`src/rtl/led_pkg.sv`:
```
// Shared encodings for the LED pattern generator.
package led_pkg;

  // Width of the BREATHE duty and pwm counters.
  localparam int unsigned PWM_W = 8;

  typedef enum logic [1:0] {
    MODE_COUNT   = 2'b00,
    MODE_SHIFT   = 2'b01,
    MODE_BOUNCE  = 2'b10,
    MODE_BREATHE = 2'b11
  } mode_e;

  typedef enum logic {
    DIR_LEFT  = 1'b0,
    DIR_RIGHT = 1'b1
  } bounce_dir_e;

  typedef enum logic {
    DIR_UP   = 1'b0,
    DIR_DOWN = 1'b1
  } breathe_dir_e;

endpackage

```
`src/rtl/tick_prescaler.sv`:
```
// Step prescaler: counts enabled cycles 0..TICK_DIV-1 and flags the last one.
// The count only advances while en is high, so a pause resumes where it left off.
module tick_prescaler #(
  parameter int unsigned TICK_DIV = 15625000
) (
  input  logic clk_125,
  input  logic rst,
  input  logic en,
  output logic step
);

  localparam int unsigned CNT_W = (TICK_DIV > 1) ? $clog2(TICK_DIV) : 1;
  localparam logic [CNT_W-1:0] CNT_MAX = CNT_W'(TICK_DIV - 1);

  logic [CNT_W-1:0] cnt_q, cnt_d;

  // Step on the last enabled count; wrap on the same cycle.
  always_comb begin
    cnt_d = cnt_q;
    step  = en && (cnt_q == CNT_MAX);
    if (step) begin
      cnt_d = '0;
    end else if (en) begin
      cnt_d = cnt_q + 1'b1;
    end
  end

  // Count register; reset discards any partially elapsed step.
  always_ff @(posedge clk_125) begin
    if (rst) begin
      cnt_q <= '0;
    end else begin
      cnt_q <= cnt_d;
    end
  end

endmodule

```
`src/rtl/led_pattern_gen.sv`:
```
// LED pattern generator: COUNT, SHIFT, BOUNCE and (optionally) BREATHE patterns,
// advanced once per prescaler step. Define LED_BREATHE_EN to build the BREATHE
// duty/pwm logic; without it mode 11 is treated as COUNT.
module led_pattern_gen
  import led_pkg::*;
#(
  parameter int unsigned LED_W    = 4,
  parameter int unsigned TICK_DIV = 15625000,
  parameter int unsigned BR_STEP  = 16
) (
  input  logic             clk_125,
  input  logic             rst,
  input  logic             en,
  input  logic [1:0]       mode,
  output logic [LED_W-1:0] led,
  output logic             tick
);

  // Reject unusable parameter sets at elaboration.
  if (LED_W == 0 || TICK_DIV == 0 || BR_STEP == 0 || BR_STEP > 255) begin : g_param_check
    $error("led_pattern_gen: parameter out of range");
  end

  logic             step;
  mode_e            mode_in, mode_q, mode_d;
  logic [LED_W-1:0] pattern_q, pattern_d;
  logic [LED_W-1:0] led_q, led_d;
  logic [LED_W-1:0] bnc_pat;
  bounce_dir_e      bdir_q, bdir_d, bnc_dir;
  logic             tick_q;

`ifdef LED_BREATHE_EN
  localparam logic [PWM_W-1:0] BR_INC   = PWM_W'(BR_STEP);
  localparam logic [PWM_W-1:0] DUTY_MAX = {PWM_W{1'b1}};

  logic [PWM_W-1:0] duty_q, duty_d, br_duty;
  logic [PWM_W-1:0] pwm_q, pwm_d;
  logic [PWM_W:0]   duty_sum;
  breathe_dir_e     brdir_q, brdir_d, br_dir;
`endif

  tick_prescaler #(
    .TICK_DIV(TICK_DIV)
  ) u_prescaler (
    .clk_125(clk_125),
    .rst    (rst),
    .en     (en),
    .step   (step)
  );

  // Effective mode: without the BREATHE build, mode 11 aliases COUNT.
  always_comb begin
`ifdef LED_BREATHE_EN
    mode_in = mode_e'(mode);
`else
    mode_in = (mode_e'(mode) == MODE_BREATHE) ? MODE_COUNT : mode_e'(mode);
`endif
  end

  // BOUNCE FSM next state: turn around when the lit bit reaches an end.
  always_comb begin
    bnc_pat = pattern_q;
    bnc_dir = bdir_q;
    if (LED_W > 1) begin
      unique case (bdir_q)
        DIR_LEFT: begin
          if (pattern_q[LED_W-1]) begin
            bnc_dir = DIR_RIGHT;
            bnc_pat = pattern_q >> 1;
          end else begin
            bnc_pat = pattern_q << 1;
          end
        end
        DIR_RIGHT: begin
          if (pattern_q[0]) begin
            bnc_dir = DIR_LEFT;
            bnc_pat = pattern_q << 1;
          end else begin
            bnc_pat = pattern_q >> 1;
          end
        end
      endcase
    end
  end

`ifdef LED_BREATHE_EN
  // BREATHE FSM next state: saturating ramp, reversing at either end.
  always_comb begin
    duty_sum = {1'b0, duty_q} + {1'b0, BR_INC};
    br_duty  = duty_q;
    br_dir   = brdir_q;
    unique case (brdir_q)
      DIR_UP: begin
        if (duty_sum >= {1'b0, DUTY_MAX}) begin
          br_duty = DUTY_MAX;
          br_dir  = DIR_DOWN;
        end else begin
          br_duty = duty_sum[PWM_W-1:0];
        end
      end
      DIR_DOWN: begin
        if (duty_q <= BR_INC) begin
          br_duty = '0;
          br_dir  = DIR_UP;
        end else begin
          br_duty = duty_q - BR_INC;
        end
      end
    endcase
  end
`endif

  // Step logic: a mode change loads the new mode's start state, else advance.
  always_comb begin
    mode_d    = mode_q;
    pattern_d = pattern_q;
    bdir_d    = bdir_q;
    led_d     = led_q;
`ifdef LED_BREATHE_EN
    duty_d    = duty_q;
    brdir_d   = brdir_q;
    pwm_d     = en ? pwm_q + 1'b1 : pwm_q;
`endif
    if (step) begin
      mode_d = mode_in;
      if (mode_in != mode_q) begin
        unique case (mode_in)
          MODE_COUNT:  pattern_d = '0;
          MODE_SHIFT:  pattern_d = LED_W'(1);
          MODE_BOUNCE: begin
            pattern_d = LED_W'(1);
            bdir_d    = DIR_LEFT;
          end
`ifdef LED_BREATHE_EN
          MODE_BREATHE: begin
            duty_d  = '0;
            brdir_d = DIR_UP;
          end
`endif
          default: ;
        endcase
      end else begin
        unique case (mode_q)
          MODE_COUNT:  pattern_d = pattern_q + 1'b1;
          MODE_SHIFT:  pattern_d = (pattern_q << 1) | (pattern_q >> (LED_W - 1));
          MODE_BOUNCE: begin
            pattern_d = bnc_pat;
            bdir_d    = bnc_dir;
          end
`ifdef LED_BREATHE_EN
          MODE_BREATHE: begin
            duty_d  = br_duty;
            brdir_d = br_dir;
          end
`endif
          default: ;
        endcase
      end
      led_d = pattern_d;
    end
`ifdef LED_BREATHE_EN
    // In BREATHE every enabled cycle refreshes led from the pwm compare.
    if (en && mode_d == MODE_BREATHE) begin
      led_d = {LED_W{pwm_q < duty_d}};
    end
`endif
  end

  // State registers; reset takes priority over enable and step.
  always_ff @(posedge clk_125) begin
    if (rst) begin
      mode_q    <= MODE_COUNT;
      pattern_q <= '0;
      led_q     <= '0;
      tick_q    <= 1'b0;
      bdir_q    <= DIR_LEFT;
`ifdef LED_BREATHE_EN
      duty_q    <= '0;
      brdir_q   <= DIR_UP;
      pwm_q     <= '0;
`endif
    end else begin
      mode_q    <= mode_d;
      pattern_q <= pattern_d;
      led_q     <= led_d;
      tick_q    <= step;
      bdir_q    <= bdir_d;
`ifdef LED_BREATHE_EN
      duty_q    <= duty_d;
      brdir_q   <= brdir_d;
      pwm_q     <= pwm_d;
`endif
    end
  end

  assign led  = led_q;
  assign tick = tick_q;

endmodule

```
`config.mk`:
```
export PLATFORM = sky130hd
export DESIGN_NAME = led_pattern_gen
export DESIGN_NICKNAME = d
export VERILOG_FILES = /design/src/rtl/led_pkg.sv /design/src/rtl/tick_prescaler.sv /design/src/rtl/led_pattern_gen.sv
export SDC_FILE = /design/constraint.sdc
export NUM_CORES = 1
export LEC_CHECK = 0
export ABC_AREA = 1
export CAP_MARGIN = 20
export CORE_MARGIN = 8
export CORE_UTILIZATION = 40
export CTS_CLUSTER_DIAMETER = 40
export DETAILED_ROUTE_END_ITERATION = 12
export HOLD_SLACK_MARGIN = 0.02
export PLACE_DENSITY = 0.6
export SLEW_MARGIN = 40
export SYNTH_ARGS = -nofsm -noshare
export SYNTH_HDL_FRONTEND = slang
export SYNTH_HIERARCHICAL = 1
export SYNTH_SLANG_ARGS = --single-unit
```
`constraint.sdc`:
```
create_clock -name clk_125 -period 4.3 [get_ports clk_125]
set_input_delay 1.29 -clock clk_125 [delete_from_list [all_inputs] [get_ports clk_125]]
set_output_delay 1.29 -clock clk_125 [all_outputs]
set_load 0.01 [all_outputs]
```
==> flow_summary.yaml, run 1 <==
setup_path:
  ff2ff_setup_slack_ns: 2.28
  r2r_end: "led[0]"
  crit_arrival_ns: 3.07
  worstPathRequired_ns: 4.52
  startpoint: "en"
  crit_fanout: 8
  worstRegToRegCells: 13
  start_kind: "primary input"
  end_kind: "flop"
  r2r-start: "u_prescaler/cnt_q[0]"
  crit_type: "in -> reg"
  cp-endpoint: "led[0]"
clock_tree:
  cts_max_level: 2
  numCtsBuffers: 5
  cts_resized: 0
  cts-hold-fix-buffers: 0
  cts.clk_slew.worst_paths_ns: 0.06
  cts.sinks: 32
  clk_latency_ns: 0.28
  cts_tree: "yes"
  cts-root-buf: "clkbuf_8"
  post_cts_buffers: 0
  cts_buffer_depth: 2
cells_and_area:
  layout.nets: 363
  syn_to_final_growth_pct: 10.55
  final_cell_mix: "nand2_1 (103), nor2_1 (55), inv_1 (40)"
  post_route_cells_drive_above_1_share_pct: 9.143
  num_antenna_cells: 0
  instances_no_fill: 420
  final_common_cell: "nand2_1"
route:
  drc: 0
  vias_per_cell: 4.610
  first_pass_iters: 4
  via_count: 1936
  wl_per_cell_microns: 11.16
  ant_nets: 0
  drt_iter0_drc: 135
  drt-total-wl_mm: 4.686
sta:
  clock-skew-final_ns: 0.004290
  setup_tns_ns: 0
  setup_viol: 0
  finalCritPeriodShare_pct: 66.29
  finalCriticalPeriod_ns: 2.850
  finalHoldViolCount: 0
  worst_slew_pin_slew_ns: 0.4935
  maxSlewViolCount: 0
  fmax_mhz: 350.8
  maxSlewHeadroom_pct: 66.98
  rsz0062_at_grt: "false"
placed_design:
  dp.cells: 412
  portBuffers: 9
  globalplace.congestion: 0.9121
  hpwlAfterDp_mm: 3.663
logic_synthesis:
  synth_ff_type: "dfxtp_1"
  async_reset_ff_share_pct: 0
  synth-edff-count: 0
  syn_inst: 338
  synth_nets: 352
  syn_area_sq_um: 2158
  synth_area_leaders: "dfxtp_1 (30%), nand2_1 (18%), nor2_1 (9.6%)"
  yosysTopAreaCell: "dfxtp_1"
  synth-seq-area-share_pct: 29.68
  synthDistinctLibCells: 28
  syn_area_per_cell_sq_um: 6.386
  synth-seq-cells: 32
  ys_warn_count: 6
  yosys.area.top_type_share_pct: 29.68
floorplan:
  die_w_microns: 89.46
  fp.dieArea_sq_um: 8002
  initial_utilization_pct: 41.73
  die_h_microns: 89.46
  design.core.area_sq_um: 5172
  io_pins: 10
  rows: 26
power:
  p_comb_share_pct: 5.0
  clkPwrFrac_pct: 41.8
  cellInternalPower_uw: 439.0
  seq_power_share_pct: 53.2
  swShare_pct: 22.29
  ir_worst_vdd_v: 0.0001578
  power_density_nw_per_um2: 236.7
  p_switching_uw: 125.9
  p_leak_nw: 0.9602
grt:
  antenna_found_initial: 0
  grt_pass1_vias: 1722
  grt_pass1_wl_mm: 8.162
  grt_max_degree: 24
  grt_use_total_pct: 13.09
  overflow: 0
job:
  maxCapViolCount: 0
run_status:
  outcome: "completed"
hold_path:
  hp-class: "reg -> reg"
layout make-up:
type	instances	area [sq um]
Clock buffer	8	90.09
Multi-Input combinational cell	259	1320
Tap cell	70	87.58
Fill cell	526	2786
Timing Repair Buffer	9	90.09
Inverter	42	157.7
Sequential cell	32	640.6
power by group through the flow:
stage	Clock, mW	Combinational, mW	Sequential, mW
detailed placement	0	0.0288	0.307
floorplan	0	0.0216	0.307
global placement	0	0.0284	0.307
finish	0.236	0.0284	0.300
CTS	0.245	0.0288	0.300
global route	0.261	0.0325	0.300
sequential cells by signal, indices dropped and copies added, names as in the netlist:
signal             count
u_prescaler/cnt_q     24
led                    4
mode_q                 2
bdir_q                 1
tick                   1
metal layers:
| metal | part of all wire [%] | vias up | global-route usage, % |
|---|---|---|---|
| li1 | - | 1062 | - |
| met5 | 0 | - | 0 |
| met1 | 54 | 837 | 19.33 |
| met2 | 40 | 30 | 17.91 |
| met3 | 4.6 | 7 | 3.309 |
| met4 | 1.3 | 0 | 3.474 |
per-stage QoR:
stage / power (mW) / utilization, % / area (sq um) / hold WS, ns / setup slack [ns]
after global placement: 0.3353 / 44.39 / 2296 / 0.4944 / 1.220
after detailed placement: 0.3357 / 44.39 / 2296 / 0.4996 / 1.161
after CTS: 0.5745 / 46.13 / 2386 / 0.5128 / 1.452
final: 0.5649 / 46.13 / 2386 / 0.5090 / 1.450
after floorplan: 0.3281 / - / 2158 / 0.4643 / 1.893
after global routing: 0.5933 / 46.13 / 2386 / 0.5462 / 1.229
cell usage after synthesis (4+ instances only):
cell	count
dfxtp_1	32
nor2_1	55
inv_1	40
ha_1	9
nand3_1	24
a21oi_1	15
nor3_1	5
nor2_2	5
o21ai_0	5
nand2_2	7
xnor2_1	6
xor2_1	4
nor2_4	6
nand2_1	103
cells by family after synthesis:
| family | after synthesis | share of synthesized area [%] |
|---|---|---|
| simple gates | 216 | 45.74 |
| mux | 1 | 0.4638 |
| flops | 32 | 29.68 |
| buf+inv | 47 | 9.159 |
| xor+xnor | 10 | 4.058 |
| compound gates | 23 | 5.681 |
| fa+ha+maj | 9 | 5.217 |
worst min-delay path by stage:
stage	from	end	slack, ns	cells after the start
finish	u_prescaler/cnt_q[8]	u_prescaler/cnt_q[8]	0.51	2
global route	u_prescaler/cnt_q[11]	u_prescaler/cnt_q[11]	0.55	2
CTS	u_prescaler/cnt_q[8]	u_prescaler/cnt_q[8]	0.51	2
detailed placement	u_prescaler/cnt_q[19]	u_prescaler/cnt_q[19]	0.50	2
global placement	u_prescaler/cnt_q[19]	u_prescaler/cnt_q[19]	0.49	2
floorplan	u_prescaler/cnt_q[8]	u_prescaler/cnt_q[8]	0.46	2
worst max-delay path, stage by stage:
cell and delay (ns):
clkdlybuf4s50_1 0.63, nand3_1 0.11, nor2_1 0.10, nand3_1 0.12, inv_1 0.20, inv_1 0.08
a21oi_1 0.21, nand2_2 0.11, nand2_1 0.07, nand2_1 0.05, nor2_1 0.09
Power figures use the tool's default switching activity.
==> run 2, diff against run 1 <==
--- a/config.mk
+++ b/config.mk
@@ -12,7 +12,7 @@
 export CTS_CLUSTER_DIAMETER = 40
 export DETAILED_ROUTE_END_ITERATION = 12
 export HOLD_SLACK_MARGIN = 0.02
-export PLACE_DENSITY = 0.6
+export PLACE_DENSITY = 0.62
 export SLEW_MARGIN = 40
 export SYNTH_ARGS = -nofsm -noshare
 export SYNTH_HDL_FRONTEND = slang
==> constraint.sdc (replaced) <==
create_clock -name clk_125 -period 2.4 [get_ports clk_125]
set_input_delay 0.72 -clock clk_125 [delete_from_list [all_inputs] [get_ports clk_125]]
set_output_delay 0.72 -clock clk_125 [all_outputs]
set_load 0.01 [all_outputs]
==> run 2 against run 1 <==
Compared with the run above: global-route usage hardly changed; sequential share of layout area is 0.66 points lower; critical path type is now reg -> out; non-clock buffer count is 6 higher; clock skew is 0.0035 ns higher; design area is 2.5% higher; via count is 3.8% higher; critical endpoint is now led[2]; wire length is 0.66% lower.
==> flow_summary.yaml, run 2 (synthesis results as in run 1) <==
run_status:
  outcome: "completed"
setup_path:
  worst_path_max_delay_cell: "clkdlybuf4s50_1"
  crit_fanout: 9
  path_delay_family: "buffers and inverters"
  worstPathRequired_ns: 1.68
  start_kind: "flop"
  crit_type: "reg -> out"
  crit_buf_inv: 1
  slowest_delay_ns: 0.61
  cp_cell_sequence: "clkdlybuf4s50_1"
  crit_arrival_ns: 1.39
  end_kind: "output port"
sta:
  finalHoldViolCount: 0
  finalCriticalPeriod_ns: 2.111
  finalCritPeriodShare_pct: 87.96
  setup_tns_ns: 0
  setup_viol: 0
  worst_slew_pin_slew_ns: 0.3286
  fmax_mhz: 473.7
  maxSlewViolCount: 0
  clock-skew-final_ns: 0.007753
  rsz0062_at_grt: "false"
  maxSlewHeadroom_pct: 78.07
cells_and_area:
  syn_to_final_growth_pct: 13.33
  post_route_cells_drive_above_1_share_pct: 11.24
  num_antenna_cells: 0
  final_cell_mix: "nand2_1 (103), nor2_1 (55), inv_1 (40)"
  largest_reg_flops: 24
  layout.nets: 369
  nFillCells: 525
  top_register: "u_prescaler/cnt_q"
  final_area_sq_um: 2446
  final_common_cell: "nand2_1"
floorplan:
  rows: 26
  initial_utilization_pct: 41.73
  die_w_microns: 89.46
  die_h_microns: 89.46
  fp.dieArea_sq_um: 8002
  design.core.area_sq_um: 5172
  io_pins: 10
route:
  vias_per_cell: 4.716
  drc: 0
  wl_per_cell_microns: 10.93
  via_count: 2009
  ant_nets: 0
  drt-total-wl_mm: 4.655
  first_pass_iters: 4
  drt_iter0_drc: 147
clock_tree:
  cts_max_level: 2
  clk_latency_ns: 0.28
  post_cts_buffers: 0
  numCtsBuffers: 5
  cts_buffer_depth: 2
  cts.clk_slew.worst_paths_ns: 0.07
  cts_resized: 0
  cts_tree: "yes"
  cts-root-buf: "clkbuf_8"
  cts.sinks: 32
  cts-hold-fix-buffers: 0
hold_path:
  hp-class: "reg -> reg"
grt:
  met3_usage_pct: 3.125
  antenna_found_initial: 0
  grt_pass1_vias: 1754
  met2_usage_pct: 18.99
  grt_use_total_pct: 13.07
  overflow: 0
  grt_max_degree: 24
  met1_usage_pct: 18.23
  grt_pass1_wl_mm: 8.211
  grt_busiest_layer: "met2"
power:
  p_leak_nw: 1.002
  power_density_nw_per_um2: 415.7
  finalPower_mw: 1.017
  ir_worst_vdd_v: 0.0003150
job:
  maxCapViolCount: 0
placed_design:
  place_area_sq_um: 2354
  hpwlAfterDp_mm: 3.677
  globalplace.congestion: 0.9545
  portBuffers: 9
-- run 2: final timing paths --
path / startpoint / endpoint / slack [ns] / cells after the start
worst max-delay path: led[2] / led[2] / 0.29 / 1
worst min-delay path: u_prescaler/cnt_q[8] / u_prescaler/cnt_q[8] / 0.51 / 2
worst max register to register: u_prescaler/cnt_q[0] / led[0] / 0.54 / 13
worst min register to register: u_prescaler/cnt_q[8] / u_prescaler/cnt_q[8] / 0.51 / 2
-- run 2: where the power goes --
group / switching (mW) / leakage (nW) / total (mW) / internal [mW]
Combinational: 0.0325 / 0.693 / 0.0556 / 0.0231
Clock: 0.195 / 0.0510 / 0.423 / 0.229
Sequential: 0.00374 / 0.258 / 0.538 / 0.534
Total: 0.231 / 1.00 / 1.02 / 0.786
-- run 2: cell type report --
| class | instances | area (sq um) | share of cell area [%] |
|---|---|---|---|
| tap | 70 | 87.58 | 3.581 |
| sequential | 32 | 640.6 | 26.19 |
| inverter | 42 | 157.7 | 6.445 |
| multi-input combinational | 259 | 1320 | 53.96 |
| timing repair buffer | 15 | 147.6 | 6.036 |
| clock buffer | 6 | 82.58 | 3.376 |
| clock inverter | 2 | 10.01 | 0.4092 |
-- run 2: layer usage --
| layer | wire [microns] | up-vias |
|---|---|---|
| met5 | 0 | - |
| met4 | 49 | 0 |
| met3 | 248 | 4 |
| met2 | 1928 | 46 |
| met1 | 2428 | 881 |
| li1 | - | 1078 |
-- run 2: per-stage QoR --
step           hold WS (ns)  utilization (%)  cells  setup slack [ns]
2_1_floorplan        0.4643                -    338            0.5626
3_3_place_gp         0.4937            45.50    418           0.08188
3_5_place_dp         0.5067            45.50    418           0.02684
4_1_cts              0.5197            47.29    426            0.2756
5_1_grt              0.5552            47.29    426            0.1067
6_report             0.5147            47.29    426            0.2891
==> patch 1 (flow settings as in run 2) <==
Make the reset (`rst`) asynchronous in 2 clocked blocks.
--- a/src/rtl/tick_prescaler.sv
+++ b/src/rtl/tick_prescaler.sv
@@ -26,7 +26,7 @@
   end
 
   // Count register; reset discards any partially elapsed step.
-  always_ff @(posedge clk_125) begin
+  always_ff @(posedge clk_125 or posedge rst) begin
     if (rst) begin
       cnt_q <= '0;
     end else begin
--- a/src/rtl/led_pattern_gen.sv
+++ b/src/rtl/led_pattern_gen.sv
@@ -167,7 +167,7 @@
   end
 
   // State registers; reset takes priority over enable and step.
-  always_ff @(posedge clk_125) begin
+  always_ff @(posedge clk_125 or posedge rst) begin
     if (rst) begin
       mode_q    <= MODE_COUNT;
       pattern_q <= '0;
Check against the original RTL: no difference found for any inputs over 10 cycles, from zero or initial values and one cycle with rst high; that may be too few to reach the edited logic, so the function may still have changed.
==> patch 1 against run 2 <==
- highest routed layer unchanged
- area after synthesis is 6.3% higher
- sequential cell count stayed put
- hold slack better by 0.025 ns
- wire length is 9.8% higher
- largest cell class unchanged
- worst setup slack worse by 0.030 ns
- final area is 6.2% higher
- sequential share of layout area is 4.6 points higher
- critical path type unchanged
Power is not compared: it rests on default switching activity, and its combinational part moved more than twofold at a synthesized area within 25%.
==> patch 1: results <==
group,metric,value,unit
place,placedInstanceArea,2500,um2
grt,met3_usage,3.10,%
sta,clk_skew,0.00776,ns
grt,grt_max_degree,25,
layout,design.final.nets,374,
sta,slew_headroom,78.3,%
grt,global_route_wire_length_before_repair,9230,um
place,preCtsSetupSlack,0.0357,ns
routing,route.layer.met1.wl,2480,um
grt,grt_util_all_layers,13.2,%
layout,utilization,46.9,%
critical_path,crit_arrival,1.42,ns
layout,ratio_of_cells_with_drive_above_1_in_the_final_layout,12.2,%
layout,finalNonFillerCells,432,
routing,first_iter_violations,77,
grt,routing_usage_on_met2,21.5,%
place,place_congestion,0.872,
routing,route.met3.wl,187,um
synth,postSynthAreaPerCell,6.71,um2
synth,synth_area_leaders,"sky130_fd_sc_hd__dfrtp_1, sky130_fd_sc_hd__nand2_1, sky130_fd_sc_hd__inv_1, sky130_fd_sc_hd__nor2_1, sky130_fd_sc_hd__ha_1",
grt,grtUsageMet1,16.5,%
critical_path,worst_r2r_startpoint,"u_prescaler/cnt_q[0]$_DFFE_PP0P_",
hold_path,min_to,"u_prescaler/cnt_q[1]$_DFFE_PP0P_",
place,place.detailed.hpwl,3950,um
sta,final.hold.worst_slack,0.540,ns
synth,yosysSeqAreaShare,34.9,%
die,design.core.area,5540,um2
grt,first_global_vias,2050,
sta,post-route-min-period,2.14,ns
synth,async_flop_share,100,%
hold_path,hold_path.startpoint,"u_prescaler/cnt_q[1]$_DFFE_PP0P_",
place,placed_cells,425,
synth,synth.top_cells.by_count,"sky130_fd_sc_hd__nand2_1, sky130_fd_sc_hd__inv_1, sky130_fd_sc_hd__nor2_1, sky130_fd_sc_hd__dfrtp_1, sky130_fd_sc_hd__nand3_1",
routing,route.met2.wl,2350,um
critical_path,rrSetupSlack,0.68,ns
routing,route.detailed.vias_per_inst,4.78,
critical_path,ff2ff_path_depth,10,
power_and_ir_drop,comb_power,208,uW
layout,layout.filler_cells,581,
outcome,outcome,"finished clean",
synth,synth.net_count,356,
[patch 1: cell types whose count changed after synthesis, sizes merged, moves of 2 or more]
| cell | delta |
|---|---|
| a21oi | -8 |
| dfrtp | +32 |
| nor2 | -9 |
| o21ai | +4 |
| or2 | -3 |
| xnor2 | -3 |
| nand4 | +9 |
| inv | +12 |
| xor2 | +2 |
| dfxtp | -32 |
[patch 1: kinds of logic after synthesis]
group,Yosys count,share of synthesized area [%]
buf+inv,60,10.1
flops,32,34.9
simple gates,213,41.7
compound gates,19,4.91
fa+ha+maj,9,4.91
xor+xnor,9,3.44
[patch 1: worst min-delay path: stages (launching register included)]
cell	delay (ns)
sky130_fd_sc_hd__dfrtp_1	0.39
sky130_fd_sc_hd__nand2_1	0.07
sky130_fd_sc_hd__nand2_1	0.06
[patch 1: final cells by class]
class | instances | share of cell area, %
clock buffers | 7 | 3.71
inverters | 55 | 7.95
multi-input cells | 250 | 48.6
flip-flops and latches | 32 | 30.8
well taps | 72 | 3.47
repair buffers | 16 | 5.49
==> patch 2 (config.mk and constraints of run 2) <==
Made on the original files. Change the parameter `LED_W` from 4 to 6.
--- a/src/rtl/led_pattern_gen.sv
+++ b/src/rtl/led_pattern_gen.sv
@@ -4,7 +4,7 @@
 module led_pattern_gen
   import led_pkg::*;
 #(
-  parameter int unsigned LED_W    = 4,
+  parameter int unsigned LED_W    = 6,
   parameter int unsigned TICK_DIV = 15625000,
   parameter int unsigned BR_STEP  = 16
 ) (
Interface: changed (resized led); port bits go from 10 to 12. The function was not compared with the original's and may differ.
==> patch 2 against run 2 <==
- area after synthesis up 8.6%
- critical path depth unchanged
- cell count up 8.9%
- via count up 9.5%
- global-route usage down 0.094 points
- sequential cell count up 2
- final area up 9.2%
- worst setup slack better by 0.00077 ns
- total power up 3.3%
- utilization down 1.1 points
- wire length up 10%
==> patch 2: results <==
group,metric,value,unit
routing,first_iter_violations,85,
synth,synth.top_cells.by_count,"sky130_fd_sc_hd__nand2_1, sky130_fd_sc_hd__nor2_1, sky130_fd_sc_hd__inv_1, sky130_fd_sc_hd__dfxtp_1, sky130_fd_sc_hd__nand3_1",
place,preCtsSetupSlack,0.0331,ns
critical_path,rrSetupSlack,0.57,ns
synth,synth_area_leaders,"sky130_fd_sc_hd__dfxtp_1, sky130_fd_sc_hd__nand2_1, sky130_fd_sc_hd__nor2_1, sky130_fd_sc_hd__nand3_1, sky130_fd_sc_hd__inv_1",
sta,report.final.hold_viol_count,0,
place,place.detailed.hpwl,4060,um
layout,layout.filler_cells,615,
critical_path,critical-path-slowest-cell,"sky130_fd_sc_hd__clkdlybuf4s50_1",
routing,route.met2.wl,2420,um
sta,final.hold.worst_slack,0.516,ns
synth,postSynthAreaPerCell,6.39,um2
place,placement.io_buffers,11,
routing,drt_first_pass_iters,5,
synth,post_synthesis_share_of_cell_area_spent_on_full_adders_half_adders_and_majority_gates,4.81,%
synth,synth_compound_gate_area_share,7.05,%
layout,design.final.nets,402,
sta,clk_skew,0.0132,ns
grt,global_route_wire_length_before_repair,9180,um
hold_path,hold_path.startpoint,"u_prescaler/cnt_q[19]$_SDFFE_PP0P_",
clock_tree,cts_max_path_buffers,2,
sta,final_critical_path_setup_slack,0.290,ns
critical_path,crit_arrival,1.39,ns
grt,met3_usage,3.48,%
routing,route.layer.met1.wl,2420,um
synth,yosys-mux-area-fraction,0.427,%
synth,synthXorXnorAreaFrac,3.36,%
grt,grt_max_degree,24,
power_and_ir_drop,static-leakage-power,0.00108,uW
clock_tree,worst_setup_hold_path_clk_slew,0.07,ns
synth,synth.net_count,381,
outcome,outcome,"finished clean",
synth,async_flop_share,0,%
grt,grtUsageMet1,14.9,%
routing,wl_per_cell,11.1,um
synth,post_synth_num_cell_types,33,
synth,yosysSeqAreaShare,29.0,%
critical_path,ff2ff_path_depth,12,
grt,first_global_vias,2102,
grt,grt_util_all_layers,13.0,%
place,place_congestion,0.888,
layout,ratio_of_cells_with_drive_above_1_in_the_final_layout,15.2,%
grt,routing_usage_on_met2,22.5,%
hold_path,min_to,"u_prescaler/cnt_q[19]$_SDFFE_PP0P_",
place,placedInstanceArea,2580,um2
routing,route.met3.wl,187,um
sta,slew_headroom,78.7,%
layout,finalNonFillerCells,464,
routing,via_count,2199,
power_and_ir_drop,ir_worst_vdd,0.000250,V
## patch 2: cell types whose count changed after synthesis, moves of 2 or more
cell,delta
sky130_fd_sc_hd__a21oi_2,+3
sky130_fd_sc_hd__nand3_1,+6
sky130_fd_sc_hd__or2_1,+2
sky130_fd_sc_hd__or2_2,-2
sky130_fd_sc_hd__inv_2,+7
sky130_fd_sc_hd__nand2_2,+7
sky130_fd_sc_hd__nor2_1,+3
sky130_fd_sc_hd__dfxtp_1,+2
## patch 2: area by class of cell
class,count,area (um2),area share [%]
clock buffers,6,72.6,2.72
repair buffers,20,190,7.12
flip-flops and latches,34,681,25.5
multi-input cells,279,1440,53.9
well taps,75,93.8,3.51
inverters,48,180,6.75
clock inverters,2,13.8,0.515
## patch 2: power by group
part / internal (uW) / total, uW / leakage, uW / switching, uW
logic: 26.5 / 61.9 / 0.000760 / 35.4
registers: 567 / 571 / 0.000274 / 3.89
clock network: 205 / 418 / 0.0000452 / 214
total: 798 / 1050 / 0.00108 / 253
